<file path="src/rtl/next_pc_unit.sv">
// Registered next-PC generator for the fetch stage. Priority is stall, then live redirect,
// then pending redirect, then predictor hit, then the sequential PC. Also keeps saturating statistics.
module next_pc_unit #(
  parameter int              XLEN     = 32,
  parameter logic [XLEN-1:0] RESET_PC = '0,
  parameter int              INC      = 4,
  parameter int              NUM_PRED = 2,
  parameter int              CNT_W    = 16
) (
  input  logic                     clk,
  input  logic                     rst_n,
  input  logic                     stall_i,
  input  logic                     redirect_valid_i,
  input  logic [XLEN-1:0]          redirect_pc_i,
  input  logic [NUM_PRED-1:0]      pred_hit_i,
  input  logic [NUM_PRED*XLEN-1:0] pred_tgt_i,
  output logic [XLEN-1:0]          pc_o,
  output logic [XLEN-1:0]          pc_inc_o,
  output logic [1:0]               src_o,
  output logic                     flush_o,
  output logic                     pend_o,
  output logic [CNT_W-1:0]         redirect_cnt_o,
  output logic [CNT_W-1:0]         pred_cnt_o
);

  localparam logic [1:0] SRC_HOLD = 2'd0;
  localparam logic [1:0] SRC_SEQ  = 2'd1;
  localparam logic [1:0] SRC_PRED = 2'd2;
  localparam logic [1:0] SRC_RDR  = 2'd3;

  logic [XLEN-1:0]  pc_reg, pc_next;
  logic [1:0]       src_reg, src_next;
  logic             flush_reg, flush_next;
  logic             pend_reg, pend_next;
  logic [XLEN-1:0]  pend_pc_reg, pend_pc_next;
  logic [CNT_W-1:0] redirect_cnt_reg, redirect_cnt_next;
  logic [CNT_W-1:0] pred_cnt_reg, pred_cnt_next;

  logic [XLEN-1:0]  pred_tgt_arr [NUM_PRED];
  logic [XLEN-1:0]  pred_sel;
  logic             pred_any;
  logic [XLEN-1:0]  pc_seq;

  genvar gi;
  generate
    for (gi = 0; gi < NUM_PRED; gi++) begin : g_tgt
      assign pred_tgt_arr[gi] = pred_tgt_i[gi*XLEN +: XLEN];
    end
  endgenerate

  // Scan from the top index down so the lowest set bit is the last one written.
  always_comb begin
    pred_sel = '0;
    pred_any = 1'b0;
    for (int k = NUM_PRED - 1; k >= 0; k--) begin
      if (pred_hit_i[k]) begin
        pred_sel = pred_tgt_arr[k];
        pred_any = 1'b1;
      end
    end
  end

  assign pc_seq = pc_reg + XLEN'(INC);

  always_comb begin
    pc_next           = pc_reg;
    src_next          = SRC_HOLD;
    flush_next        = 1'b0;
    pend_next         = pend_reg;
    pend_pc_next      = pend_pc_reg;
    redirect_cnt_next = redirect_cnt_reg;
    pred_cnt_next     = pred_cnt_reg;
    if (stall_i) begin
      if (redirect_valid_i) begin
        pend_next    = 1'b1;
        pend_pc_next = {redirect_pc_i[XLEN-1:1], 1'b0};
      end
    end else if (redirect_valid_i || pend_reg) begin
      pc_next    = redirect_valid_i ? {redirect_pc_i[XLEN-1:1], 1'b0} : pend_pc_reg;
      src_next   = SRC_RDR;
      flush_next = 1'b1;
      pend_next  = 1'b0;
      if (redirect_cnt_reg != '1) redirect_cnt_next = redirect_cnt_reg + 1'b1;
    end else if (pred_any) begin
      pc_next  = pred_sel;
      src_next = SRC_PRED;
      if (pred_cnt_reg != '1) pred_cnt_next = pred_cnt_reg + 1'b1;
    end else begin
      pc_next  = pc_seq;
      src_next = SRC_SEQ;
    end
  end

  always_ff @(posedge clk or negedge rst_n) begin
    if (!rst_n) begin
      pc_reg           <= RESET_PC;
      src_reg          <= SRC_HOLD;
      flush_reg        <= 1'b0;
      pend_reg         <= 1'b0;
      pend_pc_reg      <= '0;
      redirect_cnt_reg <= '0;
      pred_cnt_reg     <= '0;
    end else begin
      pc_reg           <= pc_next;
      src_reg          <= src_next;
      flush_reg        <= flush_next;
      pend_reg         <= pend_next;
      pend_pc_reg      <= pend_pc_next;
      redirect_cnt_reg <= redirect_cnt_next;
      pred_cnt_reg     <= pred_cnt_next;
    end
  end

  assign pc_o           = pc_reg;
  assign pc_inc_o       = pc_seq;
  assign src_o          = src_reg;
  assign flush_o        = flush_reg;
  assign pend_o         = pend_reg;
  assign redirect_cnt_o = redirect_cnt_reg;
  assign pred_cnt_o     = pred_cnt_reg;

endmodule

</file>
<file path="config.mk">
export PLATFORM = sky130hd
export DESIGN_NAME = next_pc_unit
export DESIGN_NICKNAME = d
export VERILOG_FILES = /design/src/rtl/next_pc_unit.sv
export SDC_FILE = /design/constraint.sdc
export NUM_CORES = 1
export LEC_CHECK = 0
export CAP_MARGIN = 30
export CORE_MARGIN = 10
export CORE_UTILIZATION = 30
export CTS_CLUSTER_DIAMETER = 50
export DETAILED_ROUTE_END_ITERATION = 6
export SLEW_MARGIN = 20
export SYNTH_ARGS = -nofsm -noshare
export SYNTH_HDL_FRONTEND = slang
export SYNTH_SLANG_ARGS = --single-unit
export TNS_END_PERCENT = 50
</file>
<file path="constraint.sdc">
create_clock -name clk -period 5.86 [get_ports clk]
set_clock_uncertainty 0.2 [all_clocks]
set_input_delay 0.879 -clock clk [delete_from_list [all_inputs] [get_ports clk]]
set_output_delay 0.879 -clock clk [all_outputs]
set_load 0.05 [all_outputs]
</file>
==> results.md, run 1 <==
Yosys:
- Averaged over all synthesized cells, the footprint is 9.73 µm².
- For this run, asynchronously set or reset flops after synthesis account for between 90% and 100%.
- The flop and latch count out of synthesis is 100.
- The synthesized netlist contains 60 unique library cells.
- The cell with the most instances after synthesis is dfrtp_1.
- Sequential cells were found to cover a little over two fifths of the synthesized design area.
- The count of flip-flops with a built-in enable after synthesis is 0.
- Yosys attributes the largest share of cell area to dfrtp_1, mux2_2, xnor2_1.
- The largest area contributor in the synthesized netlist is dfrtp_1.
- The area share of the largest cell type after synthesis is 42.6%.
- The commonest cells after synthesis are dfrtp_1, nand2_1, mux2_2, xnor2_1, nor2_1.
- For this run, the number of Yosys warnings is 0.
- The cell count after synthesis is a little over 600.
- For this run, the leading register cell type out of synthesis is dfrtp_1.
- The synthesized netlist net count is 709.
- The mapped netlist covers a little under 6000 µm².

Worst hold path:
- The launch instance of the worst min-delay path is pend_pc_reg[0]$_DFFE_PN0P_.
- The class of the tightest hold or removal check is reg -> reg.
- The worst-case hold path end point is pend_pc_reg[0]$_DFFE_PN0P_.
- The number of stages on the worst hold path is 1.

STA:
- The maximum operating frequency is 0.237 GHz.
- Setup violations remaining at the end of the flow were counted as 0.
- The worst relative slew slack is approximately a quarter.
- The final critical path takes up 72.0% of the cycle.
- The final-report max-slew violation count is 0.
- At the pin with the least slew margin, the transition time is ~1.1 ns.
- The shortest clock period the worst path allows after layout is approximately 4.2 ns.
- The number of hold-slack violations in the final timing report was 0.
- Setup repair after global routing left no endpoint under its margin.
- For the final routed database, the setup TNS stands at 0 ns.
- In the post-route analysis, the smallest setup slack over all paths is about 1.6 ns.

Worst setup path:
- At the worst endpoint, the arrival time is approximately 3.1 ns.
- The kind of end point of the critical path is a primary output.
- The setup path with the least slack is of type reg -> out.
- The startpoint identified for the worst register-to-register timing path is pend_o$_DFFE_PN0P_.
- Across all register-to-register paths, the minimum setup slack is 3.31 ns.
- The maximum fanout along the worst path is 9.
- The required time reported for the critical path endpoint is between 4 and 5 ns.
- The endpoint of the worst-slack reg-to-reg timing path is pc_o[30]$_DFFE_PN0N_.
- For the worst flop-to-flop path, the logic depth is 5.
- The worst setup path is launched from a register.

Floorplan:
- The total I/O pin count is between 200 and 250.
- In this run the vertical extent of the chip is roughly 160 µm.
- The number of standard-cell rows in the floorplan is 51.
- From left edge to right edge, the die measures 160 µm.
- The initial standard-cell utilization of the core is between 30 and 40%.
- The core region is 19400 µm².
- The die footprint is about 26000 µm².

Final layout:
- The fraction of final layout cells with drive strength greater than 1 is a little over a tenth.
- The count of filler cells inserted in the layout is 1941.
- The area of all placed cells without fillers is around 8400 µm².
- The relative area change from synthesis to final layout is 43.3%.
- The net count of the finished layout is between 800 and 900.

Pwr:
- For this design the static power due to leakage is between 0.003 and 0.004 µW.
- The power density of the placed cells is roughly 300 nW/µm².
- IR analysis of the VDD net gives a maximum drop of 0.263 mV.

Clock network:
- The clock edge transition at the registers on the reported setup and hold paths is 0.07 ns.
- The tree is rooted in a clkbuf_16.
- The longest clock path from root to sink contains 2 buffers.
- In this run, post-CTS repair resized a total of 0 instances.
- Post-CTS timing repair inserted 0 buffers for setup.
- The CTS tree is built.
- The clock drives 100 sinks.
- The number of hold-repair buffers added at the cts stage is 0.
- The H-tree depth is 3.
- The number of buffers created by CTS is 9.
- For the worst-skew pair, the clock arrives at the later sink with an insertion delay of approximately 0.35 ns.

Detailed routing:
- The first detailed-routing pass ran for 7 iterations.
- After detailed routing, the average wire length per cell comes to just under 20 µm.
- The routed wire length is ~21 mm.
- The total vias in the final route is 5471.
- After detailed routing, the number of remaining DRC violations is 0.
- Using the TritonRoute via totals, the vias-per-cell ratio works out to 5.18.
- In this run the remaining antenna-violating nets after routing total 0.
- After the first detailed-routing iteration, the DRC count stood at 291.

Global routing:
- The initial antenna violation count is 4.
- The wire length of the first global-routing pass is approximately 32 mm.
- After global routing the overflow that remains totals 0.
- The via count of the first global-routing pass is 5552.
- The maximum number of pins on one net before global-route repair is 54.
- The global-route total usage across every layer is 15.8%.

Placement:
- The placer's final routability congestion estimate is between 0.8 and 0.9.
- The placed instance area is 8120 µm².
- The post-placement worst setup slack is between 1.5 and 2 ns.
- Input and output buffers added on the ports amount to 200.
- Detailed placement finished with a half-perimeter wire length of between 15 and 20 mm.

Run:
- The tool flagged a number of max-cap violations equal to 0.

Status:
- The run finished with clean final reports.
==> power by group <==
group          switching, µW  internal (µW)
registers                124            791
logic                    619            380
clock network            274            341
total                   1020           1510
==> per-stage QoR <==
step / instances / total power, µW / utilization, % / hold WS (ns)
floorplan: 604 / 1540 / - / 0.254
global placement: 1036 / 1920 / 41.8 / 0.270
detailed placement: 1039 / 1940 / 41.8 / 0.271
CTS: 1054 / 2550 / 43.3 / 0.292
global route: 1055 / 2660 / 43.4 / 0.308
finish: 1056 / 2530 / 43.4 / 0.292
==> cell type report <==
cell class | instances | area [µm²] | share of cell area [%]
sequential | 100 | 2500 | 29.7
clock inverter | 4 | 50.0 | 0.594
tap | 265 | 332 | 3.94
antenna | 1 | 2.50 | 0.0297
inverter | 16 | 60.1 | 0.713
timing repair buffer | 213 | 2090 | 24.8
clock buffer | 11 | 243 | 2.88
multi-input combinational | 446 | 3150 | 37.4
==> layer usage <==
metal / track usage [%] / vias to the layer above / part of all wire [%]
met3: 5.09 / 13 / 6.8
met2: 25.5 / 167 / 47
li1: - / 2616 / -
met4: 2.50 / 6 / 0.50
met5: 0 / - / 0.18
met1: 20.6 / 2669 / 45
==> logic make-up after synthesis <==
group                      Yosys count  share of synthesized area, %
and+or+nand+nor                    186                          16.3
buffers and inverters               58                          4.09
muxes                               66                          12.3
xor gates and xnor gates            51                          7.60
AOI/OAI and AO/OA                  140                          16.5
adders and majority gates            3                         0.639
DFF                                100                          42.6
==> worst max-delay path by stage <==
stage	endpoint	start	cells after the start
floorplan	pc_inc_o[30]	pc_o[2]$_DFFE_PN0N_	7
global placement	pc_inc_o[30]	pc_o[2]$_DFFE_PN0N_	6
detailed placement	pc_o[4]$_DFFE_PN0N_	pred_hit_i[1]	6
CTS	pc_inc_o[30]	pc_o[2]$_DFFE_PN0N_	7
global route	pc_inc_o[30]	pc_o[2]$_DFFE_PN0N_	7
finish	pc_inc_o[30]	pc_o[2]$_DFFE_PN0N_	7
==> critical path, stage by stage, from the launching register on <==
cell,delay (ns)
dfrtp_1,0.48
ha_1,0.37
nand2_1,0.12
nor4_2,0.25
buf_2,0.30
nand4_1,0.21
xnor2_1,0.21
clkdlybuf4s50_1,0.85
==> cell usage in the layout, fill, tap and decap left out, types with 3 or more instances in the layout <==
cell type        instances
ha_1                     3
o22ai_1                  3
mux2_2                  41
o31a_1                   4
a222oi_1                 9
a2bb2oi_1                5
nor4_2                   3
a41oi_1                  5
buf_2                    3
inv_1                   14
nand3_1                 20
mux2_1                  10
mux2i_1                 15
a22oi_1                  4
nor2_1                  30
and4_1                   6
xnor2_1                 40
nand2_1                 58
nand4_1                 20
xor2_1                  11
o22a_1                   7
a2111oi_0                5
o21a_1                   3
and2_1                   3
nor3_1                  15
clkbuf_16                9
dfrtp_1                100
a221oi_1                 6
a31oi_1                 26
and3_1                  15
o21ai_1                 11
buf_4                   11
o21ai_0                 15
clkdlybuf4s50_1        197
a21oi_1                 24
(Power assumes the default switching activity.)
==> run 2, diff against run 1 <==
clock period = 4.3 ns   (was 5.86 ns; I/O delays follow)
==> results.md, run 2 (same netlist as run 1, synthesis figures left out) <==
Status:
- The run finished with clean final reports.

Detailed routing:
- The residual antenna-violating net count after detailed routing is 0.
- Dividing the detail-routed wire length by the instance count gives 19.6 µm.
- The number of design rule violations left after detail routing is 0.
- The routed wire length is approximately 21 mm.
- The first detailed-routing pass ran for 7 iterations.
- The detail-routed via count per cell is 5.13.
- Summing over every cut layer, the via total after detailed routing is 5480.
- The violation count after the first detailed-routing iteration is approximately 340.

Worst setup path:
- The required time reported for the critical path endpoint is around 3.5 ns.
- The critical path is of the reg -> out type.
- The worst register-to-register path begins at pc_o[2]$_DFFE_PN0N_.
- The worst setup path is captured at a primary output.
- Counting cells, the worst reg-to-reg path comes to 6.
- The flop-to-flop setup slack is around 1.8 ns.
- The worst setup path is launched from a register.
- The endpoint identified for the worst register-to-register timing path is pc_o[22]$_DFFE_PN0N_.
- The maximum fanout along the worst path is 8.
- The arrival time of the worst setup path is ~3.0 ns.

Placement:
- The port buffer count is 200.
- The placer's final routability congestion estimate is 0.800.
- The detailed placer's ending HPWL is roughly 16 mm.
- The post-placement worst setup slack is 0.800 ns.
- Including well taps, the total number of placed cells is 1051.

Clock network:
- The count of instances resized after the clock tree is built is 0.
- CTS placed an instance of clkbuf_16 at the clock tree root.
- For this design, the CTS-stage hold fixing added 0 buffers.
- The number of setup buffers added after CTS is 0.
- The H-tree was split into 3 levels.
- Clock-pin slew was measured on the worst setup and hold paths at around 0.07 ns.
- Counting every sink on the clock net gives 100.
- TritonCTS built the clock tree.
- The insertion delay to the later sink of the worst-skew pair is around 0.36 ns.
- The number of buffers created by CTS is 9.
- The deepest clock path buffer count is 2.

Final layout:
- The count of filler cells inserted in the layout is about 2000.
- The area occupied by multi-input gates is about 3100 µm².
- The register area is 2500 µm².
- In the final layout, the share of cells above drive strength 1 is 12.7%.
- Leaving out fill and tap cells, the most frequent cell in the layout is clkdlybuf4s50_1.
- Once layout is complete, the cells apart from fillers number between 1000 and 1500.
- The net count of the finished layout is 902.
- The relative area change from synthesis to final layout is 44.2%.
- In the layout the commonest cells are clkdlybuf4s50_1, dfrtp_1, nand2_1.

Floorplan:
- The die boundary height is roughly 160 µm.
- The area of the core region is 19400 µm².
- In this run the count of I/O pins placed on the die edge is between 200 and 250.
- The number of standard-cell rows in the floorplan is just over 50.
- The horizontal die dimension is 160 µm.
- The initial standard-cell utilization of the core is 30.3%.
- The die covers roughly 26000 µm².

STA:
- The shortest clock period the worst path allows after layout is 3.89 ns.
- Derived from the worst setup path, the maximum achievable clock frequency is approximately 0.26 GHz.
- Setup repair after global routing left no endpoint under its margin.
- Setup violations remaining at the end of the flow were counted as 0.
- The number of hold-slack violations in the final timing report is 0.
- The portion of the clock cycle consumed by the worst path in the final layout is between 90% and 100%.
- The final-report max-slew violation count is 0.
- The slew at the pin closest to its max-slew limit is approximately 0.84 ns.
- The post-route setup TNS is 0 ns.
- The post-route worst setup slack is 0.413 ns.
- The worst relative slew slack is 44.3%.

Global routing:
- Across every metal layer, demand over resource in global routing totals 15.8%.
- After global routing the overflow that remains totals 0.
- The initial antenna violation count is 2.
- The via count of the first global-routing pass came to about 5500.
- The maximum number of pins on one net before global-route repair is 55.
- The wire length of the first global-routing pass is roughly 32 mm.

Run:
- The tool flagged a number of max-cap violations equal to 0.

Worst hold path:
- The worst hold path belongs to the class in -> async.

Pwr:
- Dividing total power by cell area gives a power density of ~410 nW/µm².
- The analysis attributes to cell leakage a power of ~0.0034 µW.
- The power after layout is about 3400 µW.
- The worst-case vdd ir drop is approximately 0.41 mV.
==> run 2: cell count changes in the layout (fill, tap and decap cells not counted) <==
cell and delta:
clkbuf_1 +1, diode_2 +1, clkinvlp_4 -1, buf_4 +22, buf_8 -1, clkdlybuf4s50_1 -8
clkbuf_8 -1, clkinv_4 +1, buf_1 -1, buf_2 -1
==> run 2: cell type report <==
| cell class | instances | share of cell area (%) |
|---|---|---|
| Multi-Input combinational cell | 446 | 37.1 |
| Clock inverter | 4 | 0.605 |
| Inverter | 16 | 0.708 |
| Antenna cell | 2 | 0.0590 |
| Timing Repair Buffer | 224 | 25.3 |
| Sequential cell | 100 | 29.5 |
| Clock buffer | 11 | 2.74 |
| Tap cell | 265 | 3.91 |
==> run 2: per-stage QoR <==
step / cell area, µm² / util (%) / hold WS [ns]
floorplan: 5880 / - / 0.149
detailed placement: 8190 / 42.2 / 0.272
finish: 8480 / 43.7 / 0.141
global route: 8480 / 43.7 / 0.193
global placement: 8190 / 42.2 / 0.271
CTS: 8480 / 43.7 / 0.181
==> run 2: routing by layer <==
| layer | track usage [%] | vias to the layer above | routed length (µm) |
|---|---|---|---|
| met5 | 0 | - | 18 |
| met2 | 25.2 | 174 | 9710 |
| met1 | 20.1 | 2665 | 9310 |
| met4 | 2.30 | 2 | 146 |
| met3 | 6.35 | 10 | 1730 |
| li1 | - | 2629 | - |
==> run 2: how the worst max path moves through the flow <==
stage               cells after the start                 from      endpoint  slack [ns]
floorplan                               7  pc_o[2]$_DFFE_PN0N_  pc_inc_o[30]        0.72
global placement                        6  pc_o[2]$_DFFE_PN0N_  pc_inc_o[16]        0.82
detailed placement                      6  pc_o[2]$_DFFE_PN0N_  pc_inc_o[16]        0.80
CTS                                     6  pc_o[2]$_DFFE_PN0N_  pc_inc_o[16]        0.41
global route                            6  pc_o[2]$_DFFE_PN0N_  pc_inc_o[16]        0.28
finish                                  6  pc_o[2]$_DFFE_PN0N_  pc_inc_o[16]        0.41
==> run 2: power by group <==
part | leakage, µW | switching [µW] | internal, µW
clock network | 0.000136 | 376 | 449
registers | 0.00124 | 167 | 1080
logic | 0.00201 | 848 | 521
==> run 2: worst max-delay path, cell delays in order (launching register included) <==
cell and delay, ns:
dfrtp_1 0.46, ha_1 0.37, nand2_1 0.13, or4_1 0.51, nor2_1 0.23, xnor2_1 0.15, clkdlybuf4s50_1 0.83
